<file path="src/rtl/mem_arbiter_if.sv">
// Bundled handshakes around mem_arbiter: two requester ports, the shared memory
// request channel and the memory response channel.
interface mem_arbiter_if #(
    parameter int p_opaq_bits = 8
);
    logic                   req0_val;
    logic                   req0_rdy;
    logic                   req0_op;
    logic [p_opaq_bits-1:0] req0_opaque;
    logic [31:0]            req0_addr;
    logic [31:0]            req0_data;

    logic                   req1_val;
    logic                   req1_rdy;
    logic                   req1_op;
    logic [p_opaq_bits-1:0] req1_opaque;
    logic [31:0]            req1_addr;
    logic [31:0]            req1_data;

    logic                   mem_req_val;
    logic                   mem_req_rdy;
    logic                   mem_req_op;
    logic [p_opaq_bits:0]   mem_req_opaque;
    logic [31:0]            mem_req_addr;
    logic [31:0]            mem_req_data;

    logic                   mem_resp_val;
    logic                   mem_resp_rdy;
    logic [p_opaq_bits:0]   mem_resp_opaque;
    logic [31:0]            mem_resp_data;

    logic                   resp0_val;
    logic                   resp0_rdy;
    logic [p_opaq_bits-1:0] resp0_opaque;
    logic [31:0]            resp0_data;

    logic                   resp1_val;
    logic                   resp1_rdy;
    logic [p_opaq_bits-1:0] resp1_opaque;
    logic [31:0]            resp1_data;

    // Arbiter-side view.
    modport slave (
        input  req0_val, req0_op, req0_opaque, req0_addr, req0_data,
        input  req1_val, req1_op, req1_opaque, req1_addr, req1_data,
        input  mem_req_rdy, mem_resp_val, mem_resp_opaque, mem_resp_data,
        input  resp0_rdy, resp1_rdy,
        output req0_rdy, req1_rdy,
        output mem_req_val, mem_req_op, mem_req_opaque, mem_req_addr, mem_req_data,
        output mem_resp_rdy,
        output resp0_val, resp0_opaque, resp0_data,
        output resp1_val, resp1_opaque, resp1_data
    );

    // Environment-side view (requesters plus memory).
    modport master (
        output req0_val, req0_op, req0_opaque, req0_addr, req0_data,
        output req1_val, req1_op, req1_opaque, req1_addr, req1_data,
        output mem_req_rdy, mem_resp_val, mem_resp_opaque, mem_resp_data,
        output resp0_rdy, resp1_rdy,
        input  req0_rdy, req1_rdy,
        input  mem_req_val, mem_req_op, mem_req_opaque, mem_req_addr, mem_req_data,
        input  mem_resp_rdy,
        input  resp0_val, resp0_opaque, resp0_data,
        input  resp1_val, resp1_opaque, resp1_data
    );
endinterface

</file>
<file path="src/rtl/mem_arbiter.sv">
// Two-requester round-robin arbiter onto one memory port, with a per-requester
// outstanding-request limit and zero-latency response routing by tag MSB.
module mem_arbiter #(
    parameter int p_opaq_bits       = 8,
    parameter int p_max_outstanding = 4
) (
    input  logic         clk,
    input  logic         rst,
    mem_arbiter_if.slave bus
);
    localparam int                 c_cnt_w     = $clog2(p_max_outstanding + 1);
    localparam logic [c_cnt_w-1:0] c_cnt_max   = c_cnt_w'(p_max_outstanding);
    localparam logic [c_cnt_w-1:0] c_cnt_one   = c_cnt_w'(1);
    localparam logic [c_cnt_w-1:0] c_cnt_zero  = c_cnt_w'(0);
    localparam logic [0:0]         c_st_idle   = 1'b0;
    localparam logic [0:0]         c_st_locked = 1'b1;

    logic [0:0]         state_r;
    logic               lock_id_r;
    logic               prio_r;
    logic [c_cnt_w-1:0] cnt0_r;
    logic [c_cnt_w-1:0] cnt1_r;

    logic elig0_s, elig1_s;
    logic grant_val_s, grant_id_s;
    logic req_fire_s, resp_fire_s, resp_id_s;

    // Both fires in the same cycle cancel; a lone response never drives a counter below zero.
    function automatic logic [c_cnt_w-1:0] cnt_next(input logic [c_cnt_w-1:0] cnt,
                                                    input logic inc, input logic dec);
        case ({inc, dec})
            2'b10:   cnt_next = (cnt == c_cnt_max)  ? cnt : cnt + c_cnt_one;
            2'b01:   cnt_next = (cnt == c_cnt_zero) ? cnt : cnt - c_cnt_one;
            default: cnt_next = cnt;
        endcase
    endfunction

    assign elig0_s     = bus.req0_val && (cnt0_r < c_cnt_max);
    assign elig1_s     = bus.req1_val && (cnt1_r < c_cnt_max);
    assign req_fire_s  = grant_val_s && bus.mem_req_rdy;
    assign resp_id_s   = bus.mem_resp_opaque[p_opaq_bits];
    assign resp_fire_s = bus.mem_resp_val && bus.mem_resp_rdy;

    // Grant selection: an offered-but-unaccepted grant is held, otherwise eligibility and priority.
    always_comb begin
        grant_val_s = 1'b0;
        grant_id_s  = 1'b0;
        if (rst) begin
            grant_val_s = 1'b0;
            grant_id_s  = 1'b0;
        end else if (state_r == c_st_locked) begin
            grant_val_s = 1'b1;
            grant_id_s  = lock_id_r;
        end else if (elig0_s && elig1_s) begin
            grant_val_s = 1'b1;
            grant_id_s  = prio_r;
        end else if (elig0_s) begin
            grant_val_s = 1'b1;
            grant_id_s  = 1'b0;
        end else if (elig1_s) begin
            grant_val_s = 1'b1;
            grant_id_s  = 1'b1;
        end else begin
            grant_val_s = 1'b0;
            grant_id_s  = 1'b0;
        end
    end

    // Forward the granted requester's fields and ready.
    always_comb begin
        bus.mem_req_val = grant_val_s;
        bus.req0_rdy    = grant_val_s && !grant_id_s && bus.mem_req_rdy;
        bus.req1_rdy    = grant_val_s &&  grant_id_s && bus.mem_req_rdy;
        bus.mem_req_op     = bus.req0_op;
        bus.mem_req_addr   = bus.req0_addr;
        bus.mem_req_data   = bus.req0_data;
        bus.mem_req_opaque = {1'b0, bus.req0_opaque};
        if (grant_id_s) begin
            bus.mem_req_op     = bus.req1_op;
            bus.mem_req_addr   = bus.req1_addr;
            bus.mem_req_data   = bus.req1_data;
            bus.mem_req_opaque = {1'b1, bus.req1_opaque};
        end else begin
            bus.mem_req_op     = bus.req0_op;
            bus.mem_req_addr   = bus.req0_addr;
            bus.mem_req_data   = bus.req0_data;
            bus.mem_req_opaque = {1'b0, bus.req0_opaque};
        end
    end

    // Route responses by tag MSB; the ready seen by memory follows the addressed requester.
    always_comb begin
        bus.resp0_val    = !rst && bus.mem_resp_val && !resp_id_s;
        bus.resp1_val    = !rst && bus.mem_resp_val &&  resp_id_s;
        bus.resp0_opaque = bus.mem_resp_opaque[p_opaq_bits-1:0];
        bus.resp1_opaque = bus.mem_resp_opaque[p_opaq_bits-1:0];
        bus.resp0_data   = bus.mem_resp_data;
        bus.resp1_data   = bus.mem_resp_data;
        if (rst) begin
            bus.mem_resp_rdy = 1'b0;
        end else if (resp_id_s) begin
            bus.mem_resp_rdy = bus.resp1_rdy;
        end else begin
            bus.mem_resp_rdy = bus.resp0_rdy;
        end
    end

    // Lock/priority state and outstanding counters.
    always_ff @(posedge clk) begin
        if (rst) begin
            state_r   <= c_st_idle;
            lock_id_r <= 1'b0;
            prio_r    <= 1'b0;
            cnt0_r    <= c_cnt_zero;
            cnt1_r    <= c_cnt_zero;
        end else begin
            if (req_fire_s) begin
                state_r <= c_st_idle;
                prio_r  <= ~grant_id_s;
            end else if (grant_val_s) begin
                state_r   <= c_st_locked;
                lock_id_r <= grant_id_s;
            end else begin
                state_r <= c_st_idle;
            end
            cnt0_r <= cnt_next(cnt0_r, req_fire_s && !grant_id_s, resp_fire_s && !resp_id_s);
            cnt1_r <= cnt_next(cnt1_r, req_fire_s &&  grant_id_s, resp_fire_s &&  resp_id_s);
        end
    end
endmodule

</file>
<file path="src/flat_wrapper.sv">
// flat-port wrapper written by rule: the top's interface ports become plain ports
module mem_arbiter_flat 
#(
    parameter int p_opaq_bits       = 8,
    parameter int p_max_outstanding = 4
)
  (clk, rst, bus_req0_val, bus_req0_op, bus_req0_opaque, bus_req0_addr, bus_req0_data, bus_req1_val, bus_req1_op, bus_req1_opaque, bus_req1_addr, bus_req1_data, bus_mem_req_rdy, bus_mem_resp_val, bus_mem_resp_opaque, bus_mem_resp_data, bus_resp0_rdy, bus_resp1_rdy, bus_req0_rdy, bus_req1_rdy, bus_mem_req_val, bus_mem_req_op, bus_mem_req_opaque, bus_mem_req_addr, bus_mem_req_data, bus_mem_resp_rdy, bus_resp0_val, bus_resp0_opaque, bus_resp0_data, bus_resp1_val, bus_resp1_opaque, bus_resp1_data);
  mem_arbiter_if #(.p_opaq_bits(p_opaq_bits)) bus_i ();
  input  logic clk;
  input  logic rst;
  input wire logic [$bits(bus_i.req0_val)-1:0] bus_req0_val;
  input wire logic [$bits(bus_i.req0_op)-1:0] bus_req0_op;
  input wire logic [$bits(bus_i.req0_opaque)-1:0] bus_req0_opaque;
  input wire logic [$bits(bus_i.req0_addr)-1:0] bus_req0_addr;
  input wire logic [$bits(bus_i.req0_data)-1:0] bus_req0_data;
  input wire logic [$bits(bus_i.req1_val)-1:0] bus_req1_val;
  input wire logic [$bits(bus_i.req1_op)-1:0] bus_req1_op;
  input wire logic [$bits(bus_i.req1_opaque)-1:0] bus_req1_opaque;
  input wire logic [$bits(bus_i.req1_addr)-1:0] bus_req1_addr;
  input wire logic [$bits(bus_i.req1_data)-1:0] bus_req1_data;
  input wire logic [$bits(bus_i.mem_req_rdy)-1:0] bus_mem_req_rdy;
  input wire logic [$bits(bus_i.mem_resp_val)-1:0] bus_mem_resp_val;
  input wire logic [$bits(bus_i.mem_resp_opaque)-1:0] bus_mem_resp_opaque;
  input wire logic [$bits(bus_i.mem_resp_data)-1:0] bus_mem_resp_data;
  input wire logic [$bits(bus_i.resp0_rdy)-1:0] bus_resp0_rdy;
  input wire logic [$bits(bus_i.resp1_rdy)-1:0] bus_resp1_rdy;
  output wire logic [$bits(bus_i.req0_rdy)-1:0] bus_req0_rdy;
  output wire logic [$bits(bus_i.req1_rdy)-1:0] bus_req1_rdy;
  output wire logic [$bits(bus_i.mem_req_val)-1:0] bus_mem_req_val;
  output wire logic [$bits(bus_i.mem_req_op)-1:0] bus_mem_req_op;
  output wire logic [$bits(bus_i.mem_req_opaque)-1:0] bus_mem_req_opaque;
  output wire logic [$bits(bus_i.mem_req_addr)-1:0] bus_mem_req_addr;
  output wire logic [$bits(bus_i.mem_req_data)-1:0] bus_mem_req_data;
  output wire logic [$bits(bus_i.mem_resp_rdy)-1:0] bus_mem_resp_rdy;
  output wire logic [$bits(bus_i.resp0_val)-1:0] bus_resp0_val;
  output wire logic [$bits(bus_i.resp0_opaque)-1:0] bus_resp0_opaque;
  output wire logic [$bits(bus_i.resp0_data)-1:0] bus_resp0_data;
  output wire logic [$bits(bus_i.resp1_val)-1:0] bus_resp1_val;
  output wire logic [$bits(bus_i.resp1_opaque)-1:0] bus_resp1_opaque;
  output wire logic [$bits(bus_i.resp1_data)-1:0] bus_resp1_data;
  assign bus_i.req0_val = bus_req0_val;
  assign bus_i.req0_op = bus_req0_op;
  assign bus_i.req0_opaque = bus_req0_opaque;
  assign bus_i.req0_addr = bus_req0_addr;
  assign bus_i.req0_data = bus_req0_data;
  assign bus_i.req1_val = bus_req1_val;
  assign bus_i.req1_op = bus_req1_op;
  assign bus_i.req1_opaque = bus_req1_opaque;
  assign bus_i.req1_addr = bus_req1_addr;
  assign bus_i.req1_data = bus_req1_data;
  assign bus_i.mem_req_rdy = bus_mem_req_rdy;
  assign bus_i.mem_resp_val = bus_mem_resp_val;
  assign bus_i.mem_resp_opaque = bus_mem_resp_opaque;
  assign bus_i.mem_resp_data = bus_mem_resp_data;
  assign bus_i.resp0_rdy = bus_resp0_rdy;
  assign bus_i.resp1_rdy = bus_resp1_rdy;
  assign bus_req0_rdy = bus_i.req0_rdy;
  assign bus_req1_rdy = bus_i.req1_rdy;
  assign bus_mem_req_val = bus_i.mem_req_val;
  assign bus_mem_req_op = bus_i.mem_req_op;
  assign bus_mem_req_opaque = bus_i.mem_req_opaque;
  assign bus_mem_req_addr = bus_i.mem_req_addr;
  assign bus_mem_req_data = bus_i.mem_req_data;
  assign bus_mem_resp_rdy = bus_i.mem_resp_rdy;
  assign bus_resp0_val = bus_i.resp0_val;
  assign bus_resp0_opaque = bus_i.resp0_opaque;
  assign bus_resp0_data = bus_i.resp0_data;
  assign bus_resp1_val = bus_i.resp1_val;
  assign bus_resp1_opaque = bus_i.resp1_opaque;
  assign bus_resp1_data = bus_i.resp1_data;
  mem_arbiter #(.p_opaq_bits(p_opaq_bits), .p_max_outstanding(p_max_outstanding)) u_core (.clk(clk), .rst(rst), .bus(bus_i));
endmodule
</file>
<file path="config.mk">
export PLATFORM = sky130hd
export DESIGN_NAME = mem_arbiter_flat
export DESIGN_NICKNAME = d
export VERILOG_FILES = /design/src/rtl/mem_arbiter_if.sv /design/src/rtl/mem_arbiter.sv /design/src/flat_wrapper.sv
export SDC_FILE = /design/constraint.sdc
export NUM_CORES = 1
export LEC_CHECK = 0
export CORE_AREA = 2 2 138 140
export CTS_BUF_LIST = sky130_fd_sc_hd__clkbuf_4
export DETAILED_ROUTE_END_ITERATION = 6
export DIE_AREA = 0 0 140 142
export GPL_TIMING_DRIVEN = 0
export PLACE_DENSITY = 0.54
export SLEW_MARGIN = 25
export SYNTH_ARGS = -nofsm -noshare
export SYNTH_HDL_FRONTEND = slang
export SYNTH_SLANG_ARGS = --single-unit
</file>
<file path="constraint.sdc">
create_clock -name clk -period 9.4 [get_ports clk]
set_input_delay 2.35 -clock clk [delete_from_list [all_inputs] [get_ports clk]]
set_output_delay 2.35 -clock clk [all_outputs]
set_load 0.03 [all_outputs]
</file>
-- After elaboration in Yosys (flattened, before gate mapping)
Index checks and enable logic that the tools add are counted.
- register bits after elaboration: 9
- input port bits: 195
- logic and storage cells: 72
- add/sub/neg operators: 4
- order comparisons: 2
- equal/unequal tests: 10
- mux-type cells: 22
- bitwise operators: 2
- reduce and logical (&&, ||, !) cells: 27
- operator list (operator ; count):
    $mux W32 ; 2
    $logic_and A1 B1 Y1 ; 16
    $mux W1 ; 13
    $mux W3 ; 4
    $pmux W3 S2 ; 2
    $mux W9 ; 1
    $ne A2 B2 Y1 const B ; 4
    $add A3 B1 Y3 const B ; 2
    $eq A3 B3 Y1 const B ; 2
    $logic_not A3 Y1 ; 2
    $lt A3 B3 Y1 const B ; 2
    $reduce_and A3 Y1 ; 2
    $sub A3 B1 Y3 const B ; 2
    $eq A2 B1 Y1 const B ; 2
    $eq A2 B2 Y1 const B ; 2
    $reduce_bool A2 Y1 ; 2
    $logic_not A1 Y1 ; 3
    $not A1 Y1 ; 2
    $reduce_and A2 Y1 ; 1
    $reduce_or A2 Y1 ; 1

-- Logic depth before layout (Yosys ltp)
- word-level depth: 12
- depth in mapped cells: 12
- gate-level depth less buffers: 11

-- Worst setup path after synthesis
OpenSTA, ideal clock, no wires.
- path type: input -> output
- start point: input port bus_req0_val
- end point: output port bus_req0_rdy
- arrival: 3.927 ns
- data required time: 7.050 ns
- setup slack: 3.123 ns
- stages on the path: 4
- cells stage by stage: nor2b_1 > a221oi_2 > buf_2 > nor4b_1
- longest elaborated chain between the ends: 8
- RTL lines (what ; RTL line ; text):
    start: declaration ; flat_wrapper.sv:11 ; input wire logic [$bits(bus_i.req0_val)-1:0] bus_req0_val;
    $logic_and A1 B1 Y1 * ; mem_arbiter.sv:38 ; assign elig0_s = bus.req0_val && (cnt0_r < c_cnt_max);
    $mux W1 or $logic_and A1 B1 Y1 (tied branches) ; mem_arbiter.sv:57, mem_arbiter.sv:54 ;
    $mux W1 * ; mem_arbiter.sv:54 ; end else if (elig0_s && elig1_s) begin
    $mux W1 * ; mem_arbiter.sv:51 ; end else if (state_r == c_st_locked) begin
    $mux W1 * ; mem_arbiter.sv:48 ; if (rst) begin
    via u_core.grant_id_s ; mem_arbiter.sv:25 ; logic grant_val_s, grant_id_s;
    $logic_not A1 Y1 * ; mem_arbiter.sv:72 ; bus.req0_rdy = grant_val_s && !grant_id_s && bus.mem_req_rdy;
    $logic_and A1 B1 Y1 * (2 in series) ; mem_arbiter.sv:72 ;
    end: declaration ; flat_wrapper.sv:27 ; output wire logic [$bits(bus_i.req0_rdy)-1:0] bus_req0_rdy;
The timed path passes the listed nets; every way through them passes the cells marked *.

-- Worst setup path after layout
- start point: input port bus_req1_val
- end point: output port bus_mem_req_addr[26]
- longest elaborated chain between the ends: 7
- RTL lines (what ; RTL line ; text):
    start: declaration ; flat_wrapper.sv:16 ; input wire logic [$bits(bus_i.req1_val)-1:0] bus_req1_val;
    $logic_and A1 B1 Y1 * ; mem_arbiter.sv:39 ; assign elig1_s = bus.req1_val && (cnt1_r < c_cnt_max);
    $mux W1 ; mem_arbiter.sv:60 ; end else if (elig1_s) begin
    $mux W1 ; mem_arbiter.sv:57 ; end else if (elig0_s) begin
    $mux W1 * ; mem_arbiter.sv:54 ;
    $mux W1 * ; mem_arbiter.sv:51 ;
    $mux W1 * ; mem_arbiter.sv:48 ;
    $mux W32 * ; mem_arbiter.sv:78 ; if (grant_id_s) begin
    end: declaration ; flat_wrapper.sv:32 ; output wire logic [$bits(bus_i.mem_req_addr)-1:0] bus_mem_req_addr;
Mark *: on every way between the ends. The rest lies on a longest branch, timed or not.

==> run metrics <==
area of the die 19900 um^2; Worst Path Arrival 5.26 ns; ratio of cells with drive above 1 in the final layout 0.270; sw frac 0.410; CTS max path bufs 2; power per cell area 72.5 nW/um^2; maximum VDD drop 0.0269 mV; post-synthesis sequential area ratio 0.0847; main area contributors after synthesis mux2_2 (29%), buf_4 (29%), mux2_1 (11%); CTS root buffer clkbuf_4; Clk pwr share 0.083; RSZ-0062 raised after global routing false; HPWL Detailed 9510 um; Overall Global Routing Usage 0.0932; Post-CTS Setup Bufs 0; asr flop ratio synth 0; Most Frequent Cell on Critical Path clkdlybuf4s50_1; CTS tree yes; pin count of the biggest net entering global routing 11; Clock Skew 0.0100 ns; sequential share of power 0.104; Hold Vio Cnt, Final 0; first-pass GRT wire length 14800 um; Synth Flop Type dfxtp_1; total grt overflow 0; Layout area overhead 163%; Nets 763; max incr delay on CP 0.60 ns; most frequent cells after synthesis buf_4 (82), mux2_2 (55), mux2_1 (20); Data required, critical path 7.05 ns; Syn. warnings 0; Detail Route Antenna Nets 0; setup violators final 0; crit start category input port; count leader, synth buf_4; library cell with the largest summed area after synthesis mux2_2; max-slew violations 0; CTS Buf Count 3; CTS Hold Bufs 0; Ports 355; Via Count 2847; Fmax 131 MHz; post-cts sizing count 0; Slew HR 0.591; Unique masters post-synth 26; CTS sink cnt 9; slowest CP cell clkdlybuf4s50_1; Core ar. 18500 um^2; Syn Inst Count 241; Routability Congestion 0.722; Mapped Area 2130 um^2; worst-path fanout max 10; Syn Area/Cell 8.83 um^2; die extent in x 140 um; clk slew on worst S/H paths 0.07 ns; Clock Latency Late Sink 0.27 ns; PortBufs 314; Avg WL per Cell 13.3 um; Die Ht 142 um; fin crit share 0.810; DRC marker count from the first detailed-route iteration 80; min-delay worst type flop to flop; internal power 239 uW; Worst-Margin Slew 0.614 ns; post-synth top area share 0.291; placed instance area 5560 um^2; DRT Pass-1 Iters 6; Syn Nets 444; Leakage 2.23 nW; CTS H-tree depth 1; routed vias/inst 3.59; min cycle time layout 7.61 ns; status finished, violations left; Initial Util 0.115; Design Area, Final 5600 um^2; flops & latches, synth 9; maxcap violations 0; final wirelength 10600 um; Combinational Power Share 0.813; failing checks DRC; post-layout util 0.303; cells along the critical path clkdlybuf4s50_1, or3b_1, a221oi_2, buf_4, buf_6, mux2_1, clkdlybuf4s50_1; CP Capture Type output pin; EDFF count, synth 0; Setup CP Type input port to output pin; Setup TNS 0 ns; Site Rows 50; initial antenna violation count 0; P_sw 166 uW; vias in the first global route 2910; Remaining DRCs 50
[cells in the final DEF (no fill, tap or decap)]
| cell type | count |
|---|---|
| dfxtp_1 | 9 |
| clkbuf_1 | 1 |
| clkdlybuf4s50_1 | 314 |
| ha_1 | 8 |
| nor2_1 | 10 |
| inv_1 | 5 |
| a221oi_2 | 1 |
| xnor2_1 | 4 |
| xor2_1 | 2 |
| nor3b_1 | 1 |
| mux2_1 | 20 |
| nor3_1 | 4 |
| buf_2 | 5 |
| or3b_1 | 1 |
| buf_4 | 82 |
| mux2_2 | 55 |
| nor2b_1 | 2 |
| o21ai_0 | 1 |
| diode_2 | 1 |
| a31o_2 | 2 |
| or3_1 | 1 |
| nand2b_1 | 3 |
| a21oi_1 | 10 |
| nor4b_1 | 3 |
| mux2i_1 | 1 |
| nand2_1 | 7 |
| clkbuf_4 | 4 |
| buf_6 | 2 |
| buf_1 | 1 |
[power groups by stage]
stage	sequential [mW]	combinational, mW	clock, mW
after floorplan	0.0427	0.171	0
after global placement	0.0429	0.331	0
after detailed placement	0.0431	0.332	0
after CTS	0.0422	0.334	0.0347
after global routing	0.0426	0.346	0.0380
final	0.0422	0.330	0.0336
[cells by family (layout without fill, tap and decap cells)]
kind of cell,Yosys count,in the layout,synth area share
compound gates,14,14,0.0412
xor+xnor,6,6,0.0247
fa+ha+maj,8,8,0.0470
buf+inv,96,414,0.324
flops,9,9,0.0847
mux,76,76,0.402
other cells,0,1,0
simple gates,32,32,0.0770
[through the flow]
| step | std cells | hold slack, ns | setup slack, ns | power [mW] |
|---|---|---|---|---|
| after global routing | 793 | 0.513 | 1.58 | 0.427 |
| after CTS | 793 | 0.482 | 1.64 | 0.411 |
| after global placement | 789 | 0.463 | 1.65 | 0.373 |
| final | 794 | 0.481 | 1.79 | 0.406 |
| after detailed placement | 789 | 0.472 | 1.65 | 0.375 |
| after floorplan | 241 | 0.450 | 3.12 | 0.214 |
[cell type report]
class,count,area [um^2]
Sequential cell,9,180
Fill cell,1946,12900
Inverter,5,18.8
Clock buffer,4,30.0
Buffer,91,671
Timing Repair Buffer,314,3140
Antenna cell,1,2.50
Multi-Input combinational cell,136,1260
Tap cell,234,293
[layer usage]
layer	up-vias	wire (um)	GRT usage
li1	1381	-	-
met1	1260	3310	0.0849
met2	206	6020	0.201
met3	0	1260	0.0363
met4	0	0	0.00372
met5	-	0	0
[flip-flops by register name, summed over array words and instances, names as in the netlist]
signal	count
u_core.state_r	1
u_core.cnt1_r	3
u_core.prio_r	1
u_core.cnt0_r	3
u_core.lock_id_r	1
[final timing paths]
kind | start | to | slack (ns) | depth (start not counted)
max | bus_req1_val | bus_mem_req_addr[26] | 1.79 | 7
min | u_core.lock_id_r | u_core.lock_id_r | 0.48 | 2
max reg2reg | u_core.cnt1_r[2] | u_core.cnt1_r[2] | 6.29 | 11
min reg2reg | u_core.lock_id_r | u_core.lock_id_r | 0.48 | 2
[worst max-delay path: cells and delay by family]
family                 cells  cell delay (ns)
buffers and inverters      4             1.60
AND/OR/NAND/NOR            1             0.37
AO/OA/AOI/OAI              1             0.55
multiplexers               1             0.37
Power figures use the tool's default switching activity.
